**src/rtl/rah_tx_framer.sv**
```systemverilog
// rah_tx_framer: drains a granted app's FWFT data queue into one framed TX burst
// (header, up to MAX_BURST payload words, trailer with word count) and pulses read_done.
module rah_tx_framer #(
  parameter int TOTAL_APPS   = 8,
  parameter int APP_ID_WIDTH = 3,
  parameter int DATA_WIDTH   = 48,
  parameter int MAX_BURST    = 16
) (
  input  logic                             clk,
  input  logic                             rstn,
  input  logic                             read_queue,
  input  logic [APP_ID_WIDTH-1:0]          app_id,
  output logic                             read_done,
  output logic                             busy,
  input  logic [TOTAL_APPS-1:0]            data_queue_empty,
  input  logic [TOTAL_APPS*DATA_WIDTH-1:0] data_queue_dout,
  output logic [TOTAL_APPS-1:0]            data_queue_rd_en,
  output logic [DATA_WIDTH-1:0]            tx_data,
  output logic                             tx_valid,
  output logic                             tx_last,
  input  logic                             tx_ready
);
  localparam int CNT_W = $clog2(MAX_BURST + 1);
  typedef enum logic [2:0] {IDLE, HDR, DATA, TRL, DONE} state_t;
  state_t state, state_nx;
  logic [APP_ID_WIDTH-1:0] sel, sel_nx;
  logic [CNT_W-1:0] cnt, cnt_nx;
  logic [DATA_WIDTH-1:0] heads [TOTAL_APPS];
  logic stop;
  for (genvar i = 0; i < TOTAL_APPS; i++) begin : g_heads
    assign heads[i] = data_queue_dout[i*DATA_WIDTH +: DATA_WIDTH];
  end
  // payload ends when the selected queue runs dry or the burst cap is reached
  assign stop = data_queue_empty[sel] || cnt == CNT_W'(MAX_BURST);
  always_ff @(posedge clk or negedge rstn)
    if (!rstn) begin
      state <= IDLE;
      sel   <= '0;
      cnt   <= '0;
    end else begin
      state <= state_nx;
      sel   <= sel_nx;
      cnt   <= cnt_nx;
    end
  always_comb begin
    state_nx         = state;
    sel_nx           = sel;
    cnt_nx           = cnt;
    read_done        = 1'b0;
    busy             = 1'b0;
    tx_valid         = 1'b0;
    tx_last          = 1'b0;
    tx_data          = '0;
    data_queue_rd_en = '0;
    case (state)
      IDLE: if (read_queue) begin
        sel_nx   = app_id;
        cnt_nx   = '0;
        state_nx = (32'(app_id) < TOTAL_APPS) ? HDR : DONE;
      end
      HDR: begin
        busy     = 1'b1;
        tx_valid = 1'b1;
        tx_data  = {8'hA5, 8'(sel), {(DATA_WIDTH-16){1'b0}}};
        state_nx = tx_ready ? DATA : HDR;
      end
      DATA: begin
        busy = 1'b1;
        if (stop) state_nx = TRL;
        else begin
          tx_valid         = 1'b1;
          tx_data          = heads[sel];
          data_queue_rd_en = tx_ready ? TOTAL_APPS'(1) << sel : '0;
          cnt_nx           = tx_ready ? cnt + 1'b1 : cnt;
        end
      end
      TRL: begin
        busy     = 1'b1;
        tx_valid = 1'b1;
        tx_last  = 1'b1;
        tx_data  = {8'h5A, 8'(sel), {(DATA_WIDTH-16){1'b0}}} | DATA_WIDTH'(cnt);
        state_nx = tx_ready ? DONE : TRL;
      end
      DONE: begin
        read_done = 1'b1;
        state_nx  = IDLE;
      end
      default: state_nx = IDLE;
    endcase
  end
endmodule
```
**config.mk**
```make
export PLATFORM = sky130hd
export DESIGN_NAME = rah_tx_framer
export DESIGN_NICKNAME = d
export VERILOG_FILES = /design/src/rtl/rah_tx_framer.sv
export SDC_FILE = /design/constraint.sdc
export NUM_CORES = 1
export LEC_CHECK = 0
export CAP_MARGIN = 20
export CORE_AREA = 2 2 176 178
export CTS_BUF_LIST = sky130_fd_sc_hd__clkbuf_4 sky130_fd_sc_hd__clkbuf_8 sky130_fd_sc_hd__clkbuf_16
export DETAILED_ROUTE_END_ITERATION = 7
export DIE_AREA = 0 0 178 180
export PLACE_DENSITY = 0.5
export SLEW_MARGIN = 25
export SYNTH_ARGS = -nofsm -noshare
export SYNTH_HDL_FRONTEND = slang
export SYNTH_SLANG_ARGS = --single-unit
```
**constraint.sdc**
```tcl
create_clock -name clk -period 5.75 [get_ports clk]
set_clock_uncertainty 0.05 [all_clocks]
set_input_delay 1.4375 -clock clk [delete_from_list [all_inputs] [get_ports clk]]
set_output_delay 1.4375 -clock clk [all_outputs]
set_load 0.05 [all_outputs]
```
==> After elaboration in Yosys (flattened, before gate mapping) <==
Cells that the tools add are included.
{ "totals": {"out_inout_bits": 60, "regBits": 11} }
{ "classes": {"mux": 24, "shifts": 1, "n_lt_le_gt_ge": 2, "reduce_logical": 8, "eq_ne": 9, "add_sub_neg": 1, "bitwise_logic": 2} }
{ "op_table": {"columns": ["operator", "n"], "rows": [
  ["$bmux W48 S3", 1],
  ["$mux W48", 3],
  ["$pmux W48 S3", 1],
  ["$or A47 B5 Y47", 1],
  ["$mux W8", 3],
  ["$mux W5", 3],
  ["$pmux W3 S4", 1],
  ["$pmux W5 S2", 1],
  ["$mux W3", 3],
  ["$ne A2 B2 Y1 const B", 4],
  ["$shl A1 B3 Y8 const A", 1],
  ["$eq A3 B2 Y1 const B", 2],
  ["$add A5 B1 Y5 const B", 1],
  ["$eq A5 B5 Y1 const B", 1],
  ["$mux W1", 5],
  ["$ge A4 B4 Y1 const B", 1],
  ["$lt A3 B4 Y1 const B", 1],
  ["$not A3 Y4", 1],
  ["$reduce_and A2 Y1", 2],
  ["$reduce_and A4 Y1", 1],
  ["$bmux W1 S3", 1],
  ["$eq A3 B1 Y1 const B", 1],
  ["$eq A3 B3 Y1 const B", 1],
  ["$logic_not A3 Y1", 1],
  ["6 further kinds", 6]
]} }

==> Longest topological paths before layout <==
{ "depth": {"word_depth": 6, "ltp_mapped": 9, "ltp_nobuf": 6} }

==> Least setup slack after synthesis <==
Ideal clock, no wire load.
{ "synth_path": {"path_type": "in2out", "start": "in data_queue_empty[5]", "end": "out data_queue_rd_en[0]", "path_stages": 6, "required_ns": 4.263, "arrival_ns": 4.143, "slack_ns": 0.119, "path_cell_list": "mux2_1 -> mux4_2 -> nand2b_1 -> buf_2 -> buf_6 -> nor4_1"} }
{ "synth_via": {"elab_chain_len": 5} }
{ "synth_lines": {"columns": ["element", "line", "text"], "rows": [
  ["start: declaration", "15", "input logic [TOTAL_APPS-1:0] data_queue_empty,"],
  ["$bmux W1 S3", "34", "assign stop = data_queue_empty[sel] || cnt == CNT_W'(MAX_BURST);"],
  ["$mux W1 (implied by the code)", "34", null],
  ["$logic_or A1 B1 Y1", "34", null],
  ["$mux W8", "69", "if (stop) state_nx = TRL;"],
  ["$mux W8", "55", "case (state)"],
  ["end: declaration", "17", "output logic [TOTAL_APPS-1:0] data_queue_rd_en,"]
]} }
No other way between the ends. The select of a mux whose other input is x is not followed.

==> Final worst setup path <==
{ "layout_path": {"start": "in data_queue_empty[7]", "end": "out tx_data[40]"} }
{ "layout_via": {"elab_chain_len": 5} }
{ "layout_lines": {"columns": ["element", "line", "text"], "rows": [
  ["$bmux W1 S3", "34", null],
  ["$mux W1 (implied by the code)", "34", null],
  ["$logic_or A1 B1 Y1", "34", null],
  ["$mux W48", "69", null],
  ["$pmux W48 S3", "55", null],
  ["end: declaration", "18", "output logic [DATA_WIDTH-1:0] tx_data,"]
]} }
No other way between the ends. The select of a mux whose other input is x is not followed.

==> results by group <==
Outcome
  – Outcome: finished, final reports clean

Detailed routing
  – # DRC: 0
  – Detailed-router iteration count before antenna repair: 4
  – WL/cell: roughly 22 µm
  – Drt total wl: 24.9 mm
  – Via count: between 4000 and 5000
  – 1st-iter DRT viols: 234
  – Vias per cell: around 4.2
  – Routed Antenna Nets: 0

Yosys
  – Cells after synthesis: 310
  – Synth Flop Type: dfrtp_1
  – Syn Nets: 711
  – Synth area leaders: mux4_2 58%, mux2i_1 14%, dfrtp_1 7.3%, nor2_1 3.5%, buf_2 1.9%
  – Synth area leader: mux4_2
  – Cell Area, Synth: 3770 µm²
  – Most numerous cell in the Yosys netlist: mux4_2
  – Top cell type's share of synthesized area: 58.0%
  – Synth cell types: 33
  – Seq/Total Area, Yosys: 7.31%
  – Synth cell count leaders: 97 x mux4_2, 51 x mux2i_1, 35 x nor2_1
  – Syn Area/Cell: 12.1 µm²
  – Flops & latches, synth: 11
  – EDFF count, synth: 0
  – Post-synthesis async set-or-reset flop share: 100%
  – Ys Warns: 0

Setup path
  – Worst EP required: 4.26 ns
  – Critical Path Fanout Max: 26
  – Worst path cell trace: clkdlybuf4s50_1 > mux2_1 > mux4_2 > nand2b_2 > buf_4 > o22ai_1 > buf_12
  – Slowest stage cell, crit path: mux4_2
  – CP peak stage delay: 0.54 ns
  – Crit. End Element: output pin
  – CP arrival: 3.78 ns
  – CP Class: in -> out
  – Crit path launch type: input pin
  – R2r worst-path depth: 5

Final layout
  – Layout cells sized above 1: 23.5%
  – Final Instance Count excl. Fillers: around 1100
  – Nets: 1144
  – Filler Cell Count: between 3000 and 4000
  – Area Growth Syn to Fin: 150%
  – Ant diodes: 0

Placement
  – Dpl ws: 0.500 ns
  – Detailed-placement wirelength estimate: between 20 and 25 mm
  – Routability cong.: approximately 0.89
  – Port Buffer Count: ~460
  – Inst Count DP: 1134

STA
  – Post-route worst setup slack: 0.486 ns
  – Achievable Freq: roughly 190 MHz
  – Setup TNS Final: 0 ns
  – Max Slew Vio Count: 0
  – Final hold violations: 0
  – RSZ-0062 raised after global routing: no
  – Fin crit share: 91.6%
  – # setup viols final: 0
  – WHS: 0.498 ns
  – Period minus WS final: around 5.3 ns
  – Worst slew margin: 41.9%
  – Least-Margin Pin Slew: 0.871 ns

Floorplanning
  – Num ports: 459
  – Core Area: around 30000 µm²
  – Total Die Area: 32000 µm²
  – Die W: 178 µm
  – Die span in y: 180 µm
  – Initial Util: 12.5%
  – Row cnt: 64

Run
  – Maxcap violations: 0

Power
  – Total power: 0.00356 W
  – Pwr Density: ~380 nW/µm²
  – VDD IR max: 265 µV
  – Static leakage: approximately 3.4 nW

Clock network
  – Post-CTS Setup Bufs: 0
  – Hold-fix buffers, CTS: 0
  – Clk Latency, worst-skew pair: 0.24 ns
  – H-tree Lvls: 1
  – CTS tree: yes
  – Clock sinks: 11
  – Longest Clk Path Bufs: 2
  – CTS root buf: clkbuf_16
  – Clk slew on worst S/H paths: 0.04 ns
  – Post-CTS sizing: 0
  – Num CTS Buffers: 3

GRT
  – GRT Total Usage: 15.0%
  – Number of global-route vias before repair: 5240
  – First-pass GRT wire length: 35.5 mm
  – Largest net degree at the start of global routing: 61
  – Total congestion overflow: 0
  – Antenna violations before repair: 0

Min path
  – Hold path cells: 1
  – HP Class: reg -> reg
[path summary, 6_finish.rpt]
path,startpoint,end,slack (ns)
min in group asynchronous,rstn,cnt[1]$_DFFE_PN0P_,1.49
hold reg to reg,cnt[0]$_DFFE_PN0P_,cnt[0]$_DFFE_PN0P_,0.50
setup reg to reg,sel[0]$_DFFE_PN0P_,cnt[4]$_DFFE_PN0P_,3.02
hold / removal,cnt[0]$_DFFE_PN0P_,cnt[0]$_DFFE_PN0P_,0.50
setup / recovery,data_queue_empty[7],tx_data[40],0.49
max in group asynchronous,rstn,sel[1]$_DFFE_PN0P_,3.78
[final cells by class]
cell class	count	area, µm²	share of cell area [%]
multi-input combinational	256	3310	35.1
tap	396	495	5.26
timing repair buffer	465	5230	55.5
sequential	11	287	3.04
inverter	6	22.5	0.239
clock buffer	4	82.6	0.876
[report_power, final]
part | leakage, nW | switching (W) | internal, W
clock network | 0.0416 | 0.0000348 | 0.0000979
registers | 0.138 | 0.000142 | 0.000108
logic | 3.19 | 0.00152 | 0.00166
[sequential cells by signal, summed over array words and instances (netlist names)]
signal / cells
sel: 3
cnt: 5
state: 3
[through the flow]
stage               util, %  area (µm²)
floorplan                 -        3770
global placement       31.0        9340
detailed placement     31.0        9340
CTS                    31.2        9430
global route           31.2        9430
finish                 31.2        9430
[placed cells by master, fill, tap and decap left out]
master,count
nand2_1,14
mux2_2,3
or2_2,1
nand3_1,3
clkbuf_16,3
buf_12,59
nor4_1,4
mux4_2,97
o21ai_1,9
nand4_1,2
inv_1,6
nor3_1,6
o311a_1,1
o211ai_1,1
ha_1,2
a21oi_1,1
nand3b_1,2
buf_4,5
o311ai_1,1
clkdlybuf4s50_1,401
nor3b_1,2
nand2b_1,3
nand4bb_1,1
o41ai_2,1
nor2_1,35
o22ai_1,6
dfrtp_1,8
and2_1,2
clkbuf_4,1
nand4b_1,1
mux2i_1,51
nor2b_1,1
nand2b_2,1
xor2_1,1
dfrtp_4,3
mux2_1,4
[cell families (layout without fill, tap and decap cells)]
kind of cell	count (synthesis)	in the layout	synth area share (%)
adders and majority gates	2	2	0.664
muxes	155	155	73.7
AOI/OAI and AO/OA	20	20	3.46
and+or+nand+nor	78	78	9.73
buffers and inverters	43	475	4.95
xor gates and xnor gates	1	1	0.233
DFF	11	11	7.31
[metal layers]
layer	routed length (µm)	global-route usage [%]	part of all wire (%)
met4	127	1.38	0.51
met3	1580	2.03	6.3
met5	0	0	0
met2	12900	26.7	52
met1	10200	20.0	41
[worst max-delay path, delay by kind of cell]
kind / cells / cell delay [ns]
buf+inv: 3 / 0.87
mux: 2 / 0.83
compound gates: 1 / 0.28
simple gates: 1 / 0.33
Note: power is estimated with default switching activity, not from simulation.
